[src/rtl/merge_nx1.sv]
// merge_nx1: N-to-1 write merge, per-channel FIFOs, round-robin drain.
// Optional macro MERGE_CH_TAG_EN adds the o_ch source-channel port.
module merge_nx1 #(
  parameter int NUM_CH     = 9,
  parameter int DATA_W     = 8,
  parameter int FIFO_DEPTH = 4
) (
  input  logic                     clk_i,
  input  logic                     reset_n,
  input  logic [NUM_CH-1:0]        wen,
  input  logic [NUM_CH*DATA_W-1:0] i_data,
  output logic [NUM_CH-1:0]        full,
  output logic [NUM_CH-1:0]        overflow,
  input  logic                     ren,
  output logic                     valid,
  output logic [DATA_W-1:0]        o_data,
  output logic                     busy
`ifdef MERGE_CH_TAG_EN
  ,
  output logic [$clog2(NUM_CH)-1:0] o_ch
`endif
);

  localparam int CW = $clog2(NUM_CH);
  localparam int AW = $clog2(FIFO_DEPTH);
  localparam int NW = AW + 1;

  typedef enum logic {
    S_EMPTY,
    S_HOLD
  } state_t;

  state_t            state;
  logic [DATA_W-1:0] mem [NUM_CH][FIFO_DEPTH];
  logic [AW-1:0]     wp  [NUM_CH];
  logic [AW-1:0]     rp  [NUM_CH];
  logic [NW-1:0]     cnt [NUM_CH];
  logic [NUM_CH-1:0] ne;
  logic [NUM_CH-1:0] push;
  logic [NUM_CH-1:0] pop;
  logic [CW-1:0]     ptr;
  logic [CW-1:0]     gnt;
  logic              hit;
  logic              load;
  logic [CW-1:0]     c;

  // per-channel status and push/pop strobes
  always_comb begin
    ne   = '0;
    full = '0;
    push = '0;
    pop  = '0;
    for (int k = 0; k < NUM_CH; k++) begin
      ne[k]   = cnt[k] != '0;
      full[k] = cnt[k] == NW'(FIFO_DEPTH);
      push[k] = wen[k] & ~full[k];
      pop[k]  = load & (gnt == CW'(k));
    end
  end

  // circular search for first non-empty channel after ptr
  always_comb begin
    gnt = '0;
    hit = 1'b0;
    c   = ptr;
    for (int i = 0; i < NUM_CH; i++) begin
      c = (c == CW'(NUM_CH - 1)) ? '0 : c + CW'(1);
      if (!hit && ne[c]) begin
        hit = 1'b1;
        gnt = c;
      end
    end
  end

  assign valid = (state == S_HOLD);
  assign load  = (!valid || ren) && hit;
  assign busy  = (|ne) | valid;

  // FIFO storage; flushing is done through the pointers
  always_ff @(posedge clk_i) begin
    for (int k = 0; k < NUM_CH; k++) begin
      if (push[k])
        mem[k][wp[k]] <= i_data[k*DATA_W +: DATA_W];
    end
  end

  // FIFO pointers, counts and sticky overflow
  always_ff @(posedge clk_i or negedge reset_n) begin
    if (!reset_n) begin
      for (int k = 0; k < NUM_CH; k++) begin
        wp[k]  <= '0;
        rp[k]  <= '0;
        cnt[k] <= '0;
      end
      overflow <= '0;
    end else begin
      for (int k = 0; k < NUM_CH; k++) begin
        if (push[k])
          wp[k] <= wp[k] + AW'(1);
        if (pop[k])
          rp[k] <= rp[k] + AW'(1);
        if (push[k] && !pop[k])
          cnt[k] <= cnt[k] + NW'(1);
        else if (pop[k] && !push[k])
          cnt[k] <= cnt[k] - NW'(1);
        if (wen[k] && full[k])
          overflow[k] <= 1'b1;
      end
    end
  end

  // output slot FSM with registered word, tag and RR pointer
  always_ff @(posedge clk_i or negedge reset_n) begin
    if (!reset_n) begin
      state  <= S_EMPTY;
      o_data <= '0;
      ptr    <= CW'(NUM_CH - 1);
`ifdef MERGE_CH_TAG_EN
      o_ch   <= '0;
`endif
    end else if (load) begin
      state  <= S_HOLD;
      o_data <= mem[gnt][rp[gnt]];
      ptr    <= gnt;
`ifdef MERGE_CH_TAG_EN
      o_ch   <= gnt;
`endif
    end else if (state == S_HOLD && ren) begin
      state  <= S_EMPTY;
    end
  end

endmodule

[config.mk]
export PLATFORM = sky130hd
export DESIGN_NAME = merge_nx1
export DESIGN_NICKNAME = d
export VERILOG_FILES = /design/src/rtl/merge_nx1.sv
export SDC_FILE = /design/constraint.sdc
export NUM_CORES = 1
export LEC_CHECK = 0
export CORE_MARGIN = 8
export CORE_UTILIZATION = 54
export DETAILED_ROUTE_END_ITERATION = 8
export GPL_TIMING_DRIVEN = 0
export PLACE_DENSITY = 0.78
export SYNTH_ARGS = -nofsm -noshare
export SYNTH_HDL_FRONTEND = slang
export SYNTH_SLANG_ARGS = --single-unit
[constraint.sdc]
create_clock -name clk_i -period 11.15 [get_ports clk_i]
set_input_delay 2.23 -clock clk_i [delete_from_list [all_inputs] [get_ports clk_i]]
set_output_delay 2.23 -clock clk_i [all_outputs]
set_load 0.01 [all_outputs]
==> reports/qor.csv, run 1 <==
metric;value;unit
# port buffers;111;
CTS tree;done;
Iter 0 DRT Violations;1987;
Root Buffer;clkbuf_16;
Post-DRT Antenna Nets;0;
Yosys cell types;102;
final wirelength;59.3;mm
Post-route DRC;0;
run status;complete, no violations;
Inserted Clock Buffers;39;
layout cells sized above 1;0.148;
Die Wd;204;µm
worst min path class;reg2reg;
worst-case clock buffer depth;3;
grt ovf;0;
sequential area share after synthesis;0.564;
CP Max Fanout;10;
Syn Nets;1729;
YS warnings;0;
initial antenna violation count;2;
die area;41600;µm²
crit path DAT;11.08;ns
CP top delay family;compound AO/OA/AOI/OAI gates;
DR pass1 iterations;6;
Ports;112;
routed vias;14500;
final-report max-slew violation count;0;
placed cells;2145;
min Tclk post-route;10.69;ns
Max-Cap Viols;0;
row count;69;
largest net degree at the start of global routing;69;
vias per cell;6.44;
Core ar.;35200;µm²
Final GP Congestion;0.999;
CP Launch Type;register;
critical path type;reg2reg;
setup violators final;0;
most used cell along the critical path;ha_1;
mapped cell area;19100;µm²
synthesized flop and latch total;373;
Worst Setup End Kind;register;
Initial Util;0.542;
Post-synth ARST share;0.228;
Total GRT Usage;0.276;
commonest non-fill, non-tap cell in the layout;edfxtp_1;
Slew HR;0.0841;
Clk Latency, worst-skew pair;0.54;ns
Routed WL per cell;26.4;µm
clk slew on worst S/H paths;0.06;ns
Tcrit/Tclk final;0.959;
Worst Path Buf+Inv;16;
Mapped Cells;1572;
Post-synth EDFFs;288;
worst slew pin tran;1.36;ns
H-tree depth;2;
CP required;11.54;ns
most used flip-flop cell after synthesis;edfxtp_1;
Worst Skew;0.0350;ns
most frequent cells in the layout;288 x edfxtp_1, 197 x nand2_1, 110 x clkdlybuf4s50_1;
hpwl dp;43.8;mm
layout overhead on the synthesized area;18.9;%
fillers;2657;
CTS sink count;373;
number of global-route vias before repair;13700;
hold buffers post-CTS;0;
Chip Height;204;µm
Max stage delay on crit path;0.42;ns
first-pass GRT wire length;87.0;mm
final hold violations;0;
Crit-path slowest cell;dfrtp_1;
fmax;93.6;MHz
Post-Layout Cell Count;2247;
Nets;1911;
Synth Area per Inst;12.2;µm²
-- cells in the mapped netlist, types with 21 or more instances --
| cell | instances | area (µm²) |
|---|---|---|
| and2_1 | 45 | 282 |
| nand3_1 | 35 | 175 |
| nand2_1 | 204 | 766 |
| a21oi_1 | 55 | 275 |
| dfrtp_1 | 84 | 2100 |
| inv_1 | 48 | 180 |
| xor2_1 | 21 | 184 |
| nor2_1 | 64 | 240 |
| nor3_1 | 32 | 160 |
| clkbuf_1 | 31 | 116 |
| mux2i_1 | 92 | 921 |
| xnor2_1 | 42 | 368 |
| o22ai_1 | 28 | 175 |
| ha_1 | 64 | 801 |
| o21ai_0 | 43 | 215 |
| buf_2 | 27 | 135 |
| edfxtp_1 | 288 | 8650 |
| and3_1 | 24 | 150 |
-- final timing paths --
check,start,end,slack [ns],depth (start not counted)
min reg2reg,overflow[2],overflow[2],0.46,1
min in group asynchronous,reset_n,wp[11],1.61,1
max,ptr[1],o_data[7],0.46,57
max in group asynchronous,reset_n,ptr[3],8.83,2
min,overflow[2],overflow[2],0.46,1
max reg2reg,ptr[1],o_data[7],0.46,57
-- area by class of cell --
type                    count  area (µm²)  area share
diodes                      1        2.50    0.000110
plain buffers              76         519      0.0229
clock buffers              51        1060      0.0468
clock inverters            21         168     0.00738
inverters                  51         194     0.00854
multi-input cells        1072        8050       0.354
flip-flops and latches    373       10800       0.474
well taps                 461         577      0.0254
repair buffers            141        1370      0.0601
-- sequential cells by signal, summed over array words and instances (netlist names) --
register  count
o_data        8
mem         288
rp           18
valid         1
overflow      9
cnt          27
ptr           4
wp           18
-- per-layer routing --
| layer | GRT usage | wire length, µm |
|---|---|---|
| met1 | 0.392 | 24300 |
| met2 | 0.425 | 27100 |
| met3 | 0.0582 | 6300 |
| met4 | 0.0782 | 1680 |
| met5 | 0 | 13 |
-- cells by family after synthesis --
family | after synthesis | share of synthesized area
buffers and inverters | 127 | 0.0303
adders and majority gates | 73 | 0.0514
AOI/OAI and AO/OA | 314 | 0.123
DFF | 373 | 0.564
and+or+nand+nor | 499 | 0.129
muxes | 120 | 0.0700
xor gates and xnor gates | 66 | 0.0320
-- timing repair --
action | 4_1_cts | 5_1_grt
resized for setup | 63 | 62
setup endpoints to repair | 57 | 44
pin swaps | 11 | 11
setup buffers | 11 | 18
-- stage by stage --
stage	setup slack, ns	TNS, ns	util	cell area (µm²)	hold slack [ns]
2_1_floorplan	0.0401	0	-	19100	0.444
3_3_place_gp	-2.69	-108.38	0.591	20800	0.436
3_5_place_dp	-2.69	-108.63	0.592	20800	0.446
4_1_cts	0.0126	0	0.635	22400	0.458
5_1_grt	-0.00538	-0.00538	0.645	22700	0.471
6_report	0.461	0	0.645	22700	0.455
Power of run 1 is left out: the tool's default activity adds up to more than one toggle a clock period on the data nets, which glitch-free logic cannot reach.
==> run 2, diff against run 1 <==
Settings changed: CAP_MARGIN from default to 20, SKIP_LAST_GASP from default to 1.
==> run 2 against run 1 <==
Effect of this change: count of clock-buffer cells in the layout down 2; first-iteration DRC count down 3.2%; flip-flop and latch count unchanged; via count down 0.80%; global-route usage about the same; critical path type unchanged.
==> reports/qor.csv, run 2 (synthesis gave the netlist of run 1 again) <==
metric;value;unit;change
Routed WL per cell;26.1;µm;-1.1%
Clk Latency, worst-skew pair;0.55;ns;about the same
number of flip-flops in the largest register;288;;unchanged
most frequent cells in the layout;288 x edfxtp_1, 196 x nand2_1, 110 x clkdlybuf4s50_1;;
hpwl dp;43.8;mm;+0.15%
critical path type;reg2reg;;
run status;complete, no violations;;
row count;69;;unchanged
Core ar.;35200;µm²;unchanged
Tcrit/Tclk final;0.956;;-0.00252
Initial Util;0.542;;unchanged
final-report max-slew violation count;0;;unchanged
Inserted Clock Buffers;38;;-2.6%
crit path DAT;11.08;ns;about the same
layout cells sized above 1;0.149;;+0.000787
Worst Setup End Kind;register;;
setup violators final;0;;unchanged
Crit-path slowest cell;mux2i_1;;
routed vias;14300;;-0.80%
most used cell along the critical path;ha_1;;
CP Launch Type;register;;
Iter 0 DRT Violations;1924;;-3.2%
clk slew on worst S/H paths;0.06;ns;about the same
hold buffers post-CTS;0;;unchanged
Post-route DRC;0;;unchanged
CTS tree;done;;
final hold violations;0;;unchanged
final wirelength;58.8;mm;-0.90%
first-pass GRT wire length;87.0;mm;unchanged
Slew HR;0.288;;+0.204
Final GP Congestion;0.999;;unchanged
Total GRT Usage;0.276;;+0.000491
Post-DRT Antenna Nets;0;;unchanged
DR pass1 iterations;6;;unchanged
Root Buffer;clkbuf_16;;
Nets;1916;;+0.26%
largest net degree at the start of global routing;69;;unchanged
worst min path class;reg2reg;;
CP Max Fanout;10;;unchanged
initial antenna violation count;0;;-2
Worst R2R Path Depth;57;;unchanged
CTS sink count;373;;unchanged
Ports;112;;unchanged
Worst Skew;0.0369;ns;+0.00189 ns
Chip Height;204;µm;unchanged
Max stage delay on crit path;0.41;ns;about the same
commonest non-fill, non-tap cell in the layout;edfxtp_1;;
min Tclk post-route;10.66;ns;-0.0281 ns
die area;41600;µm²;unchanged
layout overhead on the synthesized area;18.9;%;about the same
grt ovf;0;;unchanged
# port buffers;111;;unchanged
H-tree depth;2;;unchanged
number of global-route vias before repair;13800;;+0.47%
setup TNS;0;ns;unchanged
Die Wd;204;µm;unchanged
Max-Cap Viols;0;;unchanged
hold-critical path depth;1;;unchanged
vias per cell;6.37;;-0.98%
worst-case clock buffer depth;3;;unchanged
fmax;93.8;MHz;+0.26%
worst slew pin tran;1.06;ns;-0.304 ns
CP required;11.57;ns;+0.03 ns
-- run 2: changes by cell type in the layout (fill, tap and decap cells not counted), sizes merged --
cell	previous run	this run
inv	54	55
clkbuf	81	79
buf	77	83
clkinv	15	14
-- run 2: final timing paths --
check	start	to	slack [ns]
max	ptr[1]	o_data[5]	0.49
min	overflow[2]	overflow[2]	0.46
max reg2reg	ptr[1]	o_data[5]	0.49
min reg2reg	overflow[2]	overflow[2]	0.46
max in group asynchronous	reset_n	cnt[6]	8.84
min in group asynchronous	reset_n	o_data[6]	1.59
-- run 2: area by class of cell --
type / count / area (µm²)
sequential: 373 / 10800
buffer: 76 / 504
multi-input combinational: 1072 / 8060
clock buffer: 49 / 1020
timing repair buffer: 147 / 1390
inverter: 51 / 194
antenna: 1 / 2.50
tap: 461 / 577
fill: 2632 / 12500
clock inverter: 21 / 173
-- run 2: routing by layer --
layer | share of wire | global-route usage | vias up
met3 | 0.11 | 0.0542 | 134
met4 | 0.032 | 0.0841 | 0
met5 | 0 | 0 | -
li1 | - | - | 6244
met2 | 0.45 | 0.425 | 914
met1 | 0.40 | 0.395 | 7052
-- run 2: through the flow --
stage	std cells	cell area [µm²]	hold WS, ns	utilization	setup slack [ns]
final	2251	22700	0.455	0.645	0.489
after global routing	2250	22700	0.470	0.645	-0.0200
after CTS	2234	22500	0.460	0.639	0.00481
after detailed placement	2147	20900	0.446	0.592	-2.80
after global placement	2144	20800	0.436	0.591	-2.69
after floorplan	1572	19100	0.444	-	0.0401
-- run 2: timing repair --
item	4_1_cts	5_1_grt
endpoints found under the setup margin	57	35
setup buffers	17	16
resized for setup	86	26
pin swaps	11	8
-- run 2: critical path: cells and delay by family, from the launching register on --
family | cells | cell delay (ns)
flops | 1 | 0.40
compound gates | 18 | 3.76
mux | 2 | 0.50
fa+ha+maj | 9 | 2.02
buf+inv | 15 | 1.96
simple gates | 13 | 1.90
Power of run 2 is left out for the same reason.
==> run 3, diff against run 2 <==
Settings changed: CORE_MARGIN 8 to default, CTS_CLUSTER_SIZE from default to 12.
==> run 3 against run 2 <==
Effect of this change: final area is 0.42% higher; final cell count hardly changed; global-route usage is 4.6 points higher; via count is 0.68% higher; critical path type unchanged; highest routed layer unchanged.
==> reports/qor.csv, run 3 (synthesis gave the netlist of run 1 again) <==
metric;value;unit;change
Slew HR;0.266;;-0.0228
Total GRT Usage;0.322;;+0.0458
vias per cell;6.42;;+0.72%
die area;36100;µm²;-13%
critical path type;reg2reg;;
# port buffers;111;;unchanged
min Tclk post-route;10.74;ns;+0.0745 ns
Ports;112;;unchanged
CTS tree;done;;
CP required;11.55;ns;-0.02 ns
Crit-path slowest cell;mux2i_1;;
Final GP Congestion;0.976;;-2.3%
routed vias;14400;;+0.68%
final hold violations;0;;unchanged
hold buffers post-CTS;0;;unchanged
Root Buffer;clkbuf_16;;
placed cells;2142;;-0.23%
worst-case clock buffer depth;3;;unchanged
Iter 0 DRT Violations;1967;;+2.2%
row count;68;;-1.4%
crit path DAT;11.13;ns;+0.05 ns
first-pass GRT wire length;85.6;mm;-1.6%
grt ovf;0;;unchanged
Chip Height;190;µm;-6.9%
Post-route DRC;0;;unchanged
run status;complete, no violations;;
Die Wd;190;µm;-6.9%
Max stage delay on crit path;0.51;ns;+0.10 ns
layout overhead on the synthesized area;19.4;%;
worst slew pin tran;1.09;ns;+0.0340 ns
Initial Util;0.550;;+0.00797
Nets;1924;;+0.42%
fillers;2553;;-3.0%
H-tree depth;2;;unchanged
Tcrit/Tclk final;0.963;;+0.00668
number of global-route vias before repair;13700;;-0.67%
final wirelength;58.2;mm;-1.0%
Worst R2R Path Depth;55;;-3.5%
most used cell along the critical path;ha_1;;
Worst R2R Start;ptr[1];;
CTS sink count;373;;unchanged
Reg2Reg Setup Slack;0.41;ns;-0.07 ns
most frequent cells in the layout;288 x edfxtp_1, 198 x nand2_1, 110 x clkdlybuf4s50_1;;
Clk Latency, worst-skew pair;0.55;ns;about the same
Worst Setup End Kind;register;;
CP Launch Type;register;;
Worst Skew;0.0251;ns;-0.0118 ns
Routed WL per cell;25.9;µm;-0.96%
crit path capture;o_data[3];;
Max-Cap Viols;0;;unchanged
Post-DRT Antenna Nets;0;;unchanged
reg2reg end;o_data[3];;
DR pass1 iterations;6;;unchanged
clk slew on worst S/H paths;0.06;ns;about the same
largest net degree at the start of global routing;65;;-5.8%
hpwl dp;42.7;mm;-2.6%
CP Max Fanout;10;;unchanged
Post-Layout Cell Count;2250;;-0.044%
fmax;93.1;MHz;-0.69%
setup violators final;0;;unchanged
worst min path class;reg2reg;;
initial antenna violation count;0;;unchanged
Inserted Clock Buffers;40;;+5.3%
commonest non-fill, non-tap cell in the layout;edfxtp_1;;
number of flip-flops in the largest register;288;;unchanged
Core ar.;34700;µm²;-1.4%
layout cells sized above 1;0.147;;-0.00161
Worst setup startpoint;ptr[1];;
ant diodes;0;;-1
final-report max-slew violation count;0;;unchanged
-- run 3: worst min-delay path by stage --
| stage | start | endpoint | slack, ns | cells past startpoint |
|---|---|---|---|---|
| 5_1_grt | overflow[4] | overflow[4] | 0.47 | 1 |
| 4_1_cts | overflow[1] | overflow[1] | 0.46 | 1 |
| 3_5_place_dp | overflow[2] | overflow[2] | 0.44 | 1 |
| 2_1_floorplan | rp[7] | rp[7] | 0.44 | 1 |
| 6_report | overflow[1] | overflow[1] | 0.45 | 1 |
| 3_3_place_gp | overflow[8] | overflow[8] | 0.44 | 1 |
-- run 3: area by class of cell --
| class | count | area (µm²) | area share |
|---|---|---|---|
| Tap cell | 455 | 569 | 0.0250 |
| Multi-Input combinational cell | 1073 | 8030 | 0.352 |
| Inverter | 51 | 194 | 0.00851 |
| Clock inverter | 14 | 178 | 0.00779 |
| Timing Repair Buffer | 153 | 1450 | 0.0638 |
| Sequential cell | 373 | 10800 | 0.473 |
| Clock buffer | 56 | 1100 | 0.0483 |
| Buffer | 75 | 499 | 0.0219 |
-- run 3: stage by stage --
stage | util | hold WS, ns | instance area [µm²] | setup WS (ns) | setup TNS, ns
after floorplan | - | 0.444 | 19100 | 0.0401 | 0
after global placement | 0.599 | 0.437 | 20800 | -2.55 | -103.83
after global routing | 0.657 | 0.466 | 22800 | -0.0476 | -0.0886
after detailed placement | 0.601 | 0.443 | 20800 | -2.72 | -112.32
after CTS | 0.647 | 0.456 | 22500 | 0.0106 | 0
final | 0.657 | 0.450 | 22800 | 0.415 | 0
-- run 3: worst max-delay path: cells and delay by family (launching register included) --
| family | cells | cell delay [ns] |
|---|---|---|
| flip-flops | 1 | 0.39 |
| AO/OA/AOI/OAI | 15 | 3.16 |
| buffers and inverters | 17 | 2.47 |
| multiplexers | 2 | 0.59 |
| AND/OR/NAND/NOR | 12 | 1.80 |
| adder cells (fa/ha/maj) | 9 | 2.16 |
-- run 3: timing repair --
action	CTS	global route
setup buffers	13	24
pin swaps	9	16
gates cloned	0	1
gates resized for setup	64	47
endpoints found under the setup margin	57	36
-- run 3: layer usage --
layer | GRT usage | wire length (µm) | vias to the layer above
met5 | 0 | 0 | -
met4 | 0.125 | 2540 | 0
met3 | 0.0642 | 6760 | 174
met2 | 0.495 | 26200 | 946
met1 | 0.452 | 22700 | 7052
li1 | - | - | 6269
Power of run 3 is left out for the same reason.
